## src/rtl/flight_phase_qualifier.sv

```systemverilog
// Flight-phase qualifier: debounces the raw avionics phase code, enforces the
// legal phase sequence and reports faults to the cabin controller.
//
// state  | meaning
// -------+----------------------------------------------------------------
// IDLE   | no phase held; waiting for the first valid raw sample
// QUAL   | candidate phase being counted toward acceptance
// STABLE | flight_phase accepted; watching for change or signal loss
// FAULT  | illegal transition, invalid code or loss; waits for fault_clear
module flight_phase_qualifier #(
    parameter int STABLE_CYCLES = 4,
    parameter int LOSS_CYCLES   = 8
) (
    input  logic       clk,
    input  logic       reset_n,
    input  logic       en,
    input  logic       raw_valid,
    input  logic [2:0] raw_phase,
    input  logic       fault_clear,
    output logic [2:0] flight_phase,
    output logic       phase_stable,
    output logic       phase_changed,
    output logic       fault_detected,
    output logic [1:0] fault_code
);

    localparam int QW = $clog2(STABLE_CYCLES + 1);
    localparam int LW = $clog2(LOSS_CYCLES + 1);

    localparam logic [QW-1:0] Q_ZERO = '0;
    localparam logic [QW-1:0] Q_ONE  = QW'(1);
    localparam logic [QW-1:0] Q_TC   = QW'(STABLE_CYCLES - 1);
    localparam logic [LW-1:0] L_ZERO = '0;
    localparam logic [LW-1:0] L_ONE  = LW'(1);
    localparam logic [LW-1:0] L_TC   = LW'(LOSS_CYCLES - 1);
    localparam logic [LW-1:0] L_MAX  = LW'(LOSS_CYCLES);

    localparam logic [1:0] FC_NONE    = 2'b00;
    localparam logic [1:0] FC_ILLEGAL = 2'b01;
    localparam logic [1:0] FC_INVALID = 2'b10;
    localparam logic [1:0] FC_LOSS    = 2'b11;

    typedef enum logic [1:0] {
        IDLE   = 2'd0,
        QUAL   = 2'd1,
        STABLE = 2'd2,
        FAULT  = 2'd3
    } state_t;

    state_t          state;
    logic [2:0]      cand;
    logic [QW-1:0]   qual_cnt;
    logic [LW-1:0]   loss_cnt;
    logic            have_phase;

    // Allowed phase moves, encoded as {from, to} in octal.
    function automatic logic is_legal(input logic [2:0] from_ph, input logic [2:0] to_ph);
        case ({from_ph, to_ph})
            6'o01, 6'o12, 6'o23, 6'o34, 6'o45, 6'o56,
            6'o61, 6'o10, 6'o21, 6'o53, 6'o63, 6'o35: is_legal = 1'b1;
            default:                                   is_legal = 1'b0;
        endcase
    endfunction

    // Qualification FSM; every output is registered alongside the state.
    always_ff @(posedge clk or negedge reset_n) begin
        if (!reset_n) begin
            state          <= IDLE;
            cand           <= 3'd0;
            qual_cnt       <= Q_ZERO;
            loss_cnt       <= L_ZERO;
            have_phase     <= 1'b0;
            flight_phase   <= 3'd0;
            phase_stable   <= 1'b0;
            phase_changed  <= 1'b0;
            fault_detected <= 1'b0;
            fault_code     <= FC_NONE;
        end else if (!en) begin
            phase_changed <= 1'b0;
        end else begin
            phase_changed <= 1'b0;
            case (state)
                IDLE: begin
                    if (raw_valid) begin
                        cand     <= raw_phase;
                        qual_cnt <= Q_ONE;
                        state    <= QUAL;
                    end
                end

                STABLE: begin
                    if (raw_valid) begin
                        if (raw_phase != flight_phase) begin
                            cand         <= raw_phase;
                            qual_cnt     <= Q_ONE;
                            state        <= QUAL;
                            phase_stable <= 1'b0;
                        end else begin
                            loss_cnt <= L_ZERO;
                        end
                    end else if (loss_cnt >= L_TC) begin
                        loss_cnt       <= L_MAX;
                        state          <= FAULT;
                        phase_stable   <= 1'b0;
                        fault_detected <= 1'b1;
                        fault_code     <= FC_LOSS;
                    end else begin
                        loss_cnt <= loss_cnt + L_ONE;
                    end
                end

                QUAL: begin
                    if (!raw_valid) begin
                        qual_cnt <= Q_ZERO;
                        if (have_phase) begin
                            state        <= STABLE;
                            phase_stable <= 1'b1;
                        end else begin
                            state <= IDLE;
                        end
                    end else if (have_phase && (raw_phase == flight_phase)) begin
                        // short excursion away from the held phase: drop it silently
                        qual_cnt     <= Q_ZERO;
                        state        <= STABLE;
                        phase_stable <= 1'b1;
                    end else if (raw_phase != cand) begin
                        cand     <= raw_phase;
                        qual_cnt <= Q_ONE;
                    end else if (qual_cnt >= Q_TC) begin
                        qual_cnt <= Q_ZERO;
                        if (cand == 3'd7) begin
                            state          <= FAULT;
                            fault_detected <= 1'b1;
                            fault_code     <= FC_INVALID;
                        end else if (have_phase && !is_legal(flight_phase, cand)) begin
                            state          <= FAULT;
                            fault_detected <= 1'b1;
                            fault_code     <= FC_ILLEGAL;
                        end else begin
                            flight_phase  <= cand;
                            have_phase    <= 1'b1;
                            state         <= STABLE;
                            phase_stable  <= 1'b1;
                            phase_changed <= 1'b1;
                            loss_cnt      <= L_ZERO;
                        end
                    end else begin
                        qual_cnt <= qual_cnt + Q_ONE;
                    end
                end

                FAULT: begin
                    if (fault_clear) begin
                        state          <= IDLE;
                        have_phase     <= 1'b0;
                        loss_cnt       <= L_ZERO;
                        fault_detected <= 1'b0;
                        fault_code     <= FC_NONE;
                    end
                end

                default: state <= IDLE;
            endcase
        end
    end

endmodule

```

## config.mk

```make
export PLATFORM = sky130hd
export DESIGN_NAME = flight_phase_qualifier
export DESIGN_NICKNAME = d
export VERILOG_FILES = /design/src/rtl/flight_phase_qualifier.sv
export SDC_FILE = /design/constraint.sdc
export NUM_CORES = 1
export LEC_CHECK = 0
export BUFFER_PORTS_ARGS = -buffer_cell sky130_fd_sc_hd__buf_2
export CORE_UTILIZATION = 58
export CTS_CLUSTER_DIAMETER = 80
export DETAILED_ROUTE_END_ITERATION = 8
export PLACE_DENSITY = 0.79
export SYNTH_ARGS = -nofsm -noshare
export SYNTH_HDL_FRONTEND = slang
export SYNTH_SLANG_ARGS = --single-unit
```

## constraint.sdc

```tcl
create_clock -name clk -period 3.2 [get_ports clk]
set_clock_uncertainty 0.15 [all_clocks]
set_input_delay 0.16 -clock clk [delete_from_list [all_inputs] [get_ports clk]]
set_output_delay 0.16 -clock clk [all_outputs]
set_load 0.02 [all_outputs]
```

### Word-level counts from Yosys, hierarchy flattened

Index checks and enable logic that the tools add are counted.

| cells by class | value |
|---|---|
| add/subtract/negate cells | 2 |
| $lt $le $gt $ge | 2 |
| eq/ne operators | 41 |
| mux-type cells | 87 |
| bitwise gates (word level) | 4 |
| reduce and logical (&&, ||, !) cells | 17 |

Operators with widths:

| cell | number |
|---|---|
| $mux W4 | 10 |
| $mux W1 | 39 |
| $mux W3 | 13 |
| $mux W2 | 17 |
| $eq A6 B6 Y1 const B | 5 |
| $ne A2 B2 Y1 const B | 13 |
| $eq A6 B5 Y1 const B | 4 |
| $reduce_and A10 Y1 | 2 |
| $pmux W3 S3 | 2 |
| $reduce_and A9 Y1 | 2 |
| $ne A4 B4 Y1 const B | 4 |
| $reduce_and A8 Y1 | 2 |
| $ne A3 B3 Y1 const B | 5 |
| $eq A6 B4 Y1 const B | 2 |
| $pmux W4 S3 | 1 |
| $reduce_or A12 Y1 | 1 |
| $pmux W2 S4 | 1 |
| $reduce_and A7 Y1 | 1 |
| $eq A6 B1 Y1 const B | 1 |
| $ne A3 B3 Y1 | 2 |
| $pmux W2 S3 | 1 |
| $reduce_bool A3 Y1 | 2 |
| $reduce_and A5 Y1 | 1 |
| $add A4 B1 Y4 const B | 1 |
| 14 further kinds | 21 |

| word-level totals | value |
|---|---|
| register bits after elaboration | 21 |
| input port bits | 8 |
| output and inout bits | 8 |
| logic and storage cells | 163 |

### Logic depth before layout (Yosys ltp)

| logic depth | value |
|---|---|
| word-level depth | 20 |
| gate-level depth with buffers | 8 |
| gate-level depth less buffers | 8 |

### Worst setup path after synthesis

Ideal clock, no wire load.

| timing | value |
|---|---|
| kind | register to register |
| start | reg flight_phase[0] |
| end | reg flight_phase[1] |
| setup time | 128 ps |
| arrival | 2161 ps |
| required time | 2922 ps |
| slack | 761 ps |
| cell stages (with the launch flop) | 8 |
| path buffers | 1 |
| period minus slack after synthesis | 2439 ps |
| cells stage by stage | dfrtp_1 -> buf_6 -> or4b_4 -> a21oi_2 -> o21bai_2 -> a21oi_4 -> nor4b_4 -> mux2_1 |

| between the ends | value |
|---|---|
| longest elaborated chain between the ends | 14 |
| elaborated cells between the ends (all ways) | 28 |
| classes of those cells | 13 x eq/ne; 8 x mux; 2 x bitwise; 5 x reduce/logical |

RTL lines:

| item | line | source |
|---|---|---|
| start: declaration | 20 | `output logic [2:0] flight_phase,` |
| start signal: assignment | 140 | `flight_phase <= cand;` |
| $eq A6 B1 Y1 (tied with other cells) | 58 | `case ({from_ph, to_ph})` |
| $reduce_or A12 Y1 | 58 |  |
| $mux W1 | 58 |  |
| $mux W1 | 131 | `if (cand == 3'd7) begin` |
| $mux W1 | 129 | `end else if (qual_cnt >= Q_TC) begin` |
| $mux W1 | 126 | `end else if (raw_phase != cand) begin` |
| $mux W1 | 121 | `end else if (have_phase && (raw_phase == flight_phase)) begin` |
| $mux W1 | 113 | `if (!raw_valid) begin` |
| $mux W1 | 82 | `case (state)` |
| $mux W1 | 78 | `end else if (!en) begin` |
| $logic_not A1 Y1 | 135 | `end else if (have_phase && !is_legal(flight_phase, cand)) begin` |
| $logic_and A1 B1 Y1 | 135 |  |
| $not A1 Y1 (no line) | -- |  |
| $reduce_and A8 Y1 (no line) (*) | -- |  |

Mark *: on every way between the ends. The rest lies on a longest branch, timed or not. The select of a mux whose other input is x is not followed.
A chain may end at the register's enable or synchronous reset.

### Worst setup path after layout

| timing | value |
|---|---|
| start | reg state[1] |
| end | reg fault_code[1] |

| between the ends | value |
|---|---|
| longest elaborated chain between the ends | 3 |
| elaborated cells between the ends (all ways) | 14 |
| classes of those cells | 11 x eq/ne; 1 x mux; 2 x reduce/logical |

RTL lines:

| item | line | source |
|---|---|---|
| start: declaration | 50 | `state_t state;` |
| start signal: assignment | 68 | `state <= IDLE;` |
| start signal: assignment | 87 | `state <= QUAL;` |
| start signal: assignment | 96 | `state <= QUAL;` |
| $eq A2 B1 Y1 / $eq A2 B2 Y1 (equally long branches) | 82 |  |
| $ne A3 B3 Y1 (no line) (tied with other cells) | -- |  |
| $reduce_and A10 Y1 (no line) | -- |  |
| end signal: assignment | 77 | `fault_code <= FC_NONE;` |
| end signal: assignment | 106 | `fault_code <= FC_LOSS;` |
| end signal: assignment | 134 | `fault_code <= FC_INVALID;` |
| end: declaration | 24 | `output logic [1:0] fault_code` |

Parallel ways exist; a longest one is shown, timed or not.

==> results.yml <==
critical_path:
  max_stage_delay_ns: 0.46
  critPathCaptureType: "flip-flop"
  startpoint_type: "flip-flop"
  worst-setup-path-type: "flip-flop to flip-flop"
  cp_max_fo: 17
  setup.worst_path.start: "state[1]"
  worstPathRequired_ns: 3.25
  cp_slowest_cell: "dfrtp_1"
  cp_common_cell: "inv_1"
  crit_chain: "inv_1, ha_1, inv_1, o221ai_1, a221oi_1, nand3b_1, a21oi_1, mux2_1"
  rr_startpoint: "state[1]"
  arrival_ns: 2.75
cts:
  postCtsSetupRepairBufs: 0
  cts_tree: "yes"
  cts_made_buffers: 3
  holdBufCountCts: 3
  clock_latency_ns: 0.31
  cts_buffer_depth: 2
  cts.sinks: 21
  clkTransAtPathRegs_ns: 0.12
  cts-root-buf: "clkbuf_4"
  ctsResizeCount: 0
  htreeDepth: 1
timing:
  setup_tns_ns: 0
  fmax_ghz: 0.371
  min_period_ns: 2.70
  hold_violations: 0
  slew_headroom_pct: 58.1
  rsz0062_at_grt: "false"
  period_share_pct: 84.3
  worstMarginPinSlew_ns: 0.624
  setup_viol: 0
  final_max_slew_viol_count: 0
final_layout:
  drive_gt1_share_pct: 17.2
  nets: 187
  n_antenna_cell: 0
  final_cell_mix: "dfrtp_1, buf_2, nand2_1, o21ai_0, ha_1"
  filler_cell_count: 203
  syn2layout_area_growth_pct: 8.33
  postLayoutCoreUtil_pct: 67.0
  mostFrequentLayoutCell: "dfrtp_1"
logic_synthesis:
  yosysWarningCount: 0
  syn-num-nets: 172
  syn-cell-area_mm2: 0.00153
  seq_area_frac_synth_pct: 34.3
  synth_area_leaders: "dfrtp_1, ha_1, mux2_1, xnor2_1, o21ai_0"
  synth_top_area_share_pct: 34.3
  ys.flop_type: "dfrtp_1"
  synth_edf_count: 0
  postSynth.asyncResetShare_pct: 100
  synth-seq-cells: 21
  yosysUniqueCellTypes: 52
  syn_inst: 155
  synth_top_area_cell: "dfrtp_1"
  synth.avg_cell_area_um2: 9.88
power_and_ir_drop:
  powerDensity_mw_per_mm2: 760
  leakage_uw: 0.000713
  irDropWorstVdd_v: 0.000510
detailed_routing:
  drc: 0
  vias: 1309
  via_per_inst: 6.58
  routed_wl_um: 3320
  drtAntennaViolNets: 0
  first_pass_iters: 4
  wl_per_cell_um: 16.7
  drtIter0Drc: 47
die:
  initial_utilization_pct: 61.8
  dieArea_mm2: 0.00285
  row_count: 18
  boundaryPins: 16
  core_mm2: 0.00248
  die_y_um: 53.4
  die-width_um: 53.4
placement:
  portBuffers: 15
  dp_hpwl_um: 2480
  gp_congestion: 0.846
grt:
  grt_first_pass_wirelength_um: 5360
  grt_pass1_vias: 1166
  grt_max_degree: 22
  grt_usage_pct: 26.0
  grt.overflow.total: 0
  antenna_found_initial: 0
run_status:
  status: "completed"
worst_hold_path:
  hold_path.startpoint: "raw_phase[2]"
  hold_path_class: "input pin to flip-flop"
flow_run:
  drv_cap: 0
==> layer usage <==
| metal | up-vias | global-route usage, % | part of all wire (%) |
|---|---|---|---|
| met3 | 5 | 2.87 | 4.8 |
| met1 | 639 | 31.3 | 44 |
| met4 | 0 | 7.02 | 1.1 |
| li1 | 613 | - | - |
| met5 | - | 0 | 0 |
| met2 | 52 | 47.7 | 50 |
==> through the flow <==
step / power (µW) / hold slack, ns / setup WS (ns) / area [µm²] / cells
after floorplan: 970 / -0.286 / 0.761 / 1530 / 155
after global placement: 1090 / -0.0146 / 0.663 / 1600 / 192
after detailed placement: 1120 / 0.00319 / 0.542 / 1600 / 192
after CTS: 1260 / 0.00926 / 0.498 / 1660 / 199
after global routing: 1360 / 0.0173 / 0.296 / 1660 / 199
final: 1260 / 0.0191 / 0.501 / 1660 / 199
==> path summary, 6_finish.rpt <==
kind	to	cells past startpoint	slack, ns
worst min-delay path	cand[2]	2	0.02
min in group asynchronous	fault_detected	2	0.17
worst min register to register	fault_code[0]	1	0.35
worst max-delay path	fault_code[1]	8	0.50
worst max register to register	fault_code[1]	8	0.50
max in group asynchronous	flight_phase[2]	2	2.40
==> sequential cells by signal (all words and copies together) (netlist names) <==
signal	count
cand	3
fault_code	2
fault_detected	1
flight_phase	3
have_phase	1
loss_cnt	4
phase_changed	1
phase_stable	1
qual_cnt	3
state	2
==> critical path: cells and delay by family, from the launching register on <==
kind,cells,cell delay (ns)
buf+inv,2,0.29
flops,1,0.46
mux,1,0.35
compound gates,3,0.85
fa+ha+maj,1,0.37
simple gates,1,0.11
==> area by class of cell <==
class / instances / area (µm²) / area share (%)
Timing Repair Buffer: 18 / 105 / 6.33
Sequential cell: 21 / 526 / 31.7
Tap cell: 30 / 37.5 / 2.26
Clock buffer: 4 / 26.3 / 1.58
Multi-Input combinational cell: 118 / 935 / 56.3
Inverter: 8 / 30.0 / 1.81
==> power breakdown <==
part           switching, µW  total, µW  internal (µW)
combinational            363        660            297
clock                   83.6        132           48.7
sequential               125        469            344
==> logic make-up after synthesis <==
logic type / after synthesis / share of synthesized area [%]
buffers and inverters: 16 / 4.66
XOR/XNOR: 8 / 4.58
multiplexers: 13 / 9.48
AND/OR/NAND/NOR: 48 / 19.8
flip-flops: 21 / 34.3
adder cells (fa/ha/maj): 9 / 7.35
AO/OA/AOI/OAI: 40 / 19.9
==> synth_stat cells, types with 3 or more instances <==
master / number
nand3b_1: 4
clkbuf_1: 4
and3_1: 5
o21ai_0: 9
buf_2: 3
mux2_2: 4
nand4b_1: 4
dfrtp_1: 21
ha_1: 9
inv_1: 8
a21oi_1: 5
nand2_1: 9
xnor2_1: 7
nand4_1: 3
nor2_1: 5
nand3_1: 5
mux2_1: 8
Power figures use the tool's default switching activity.
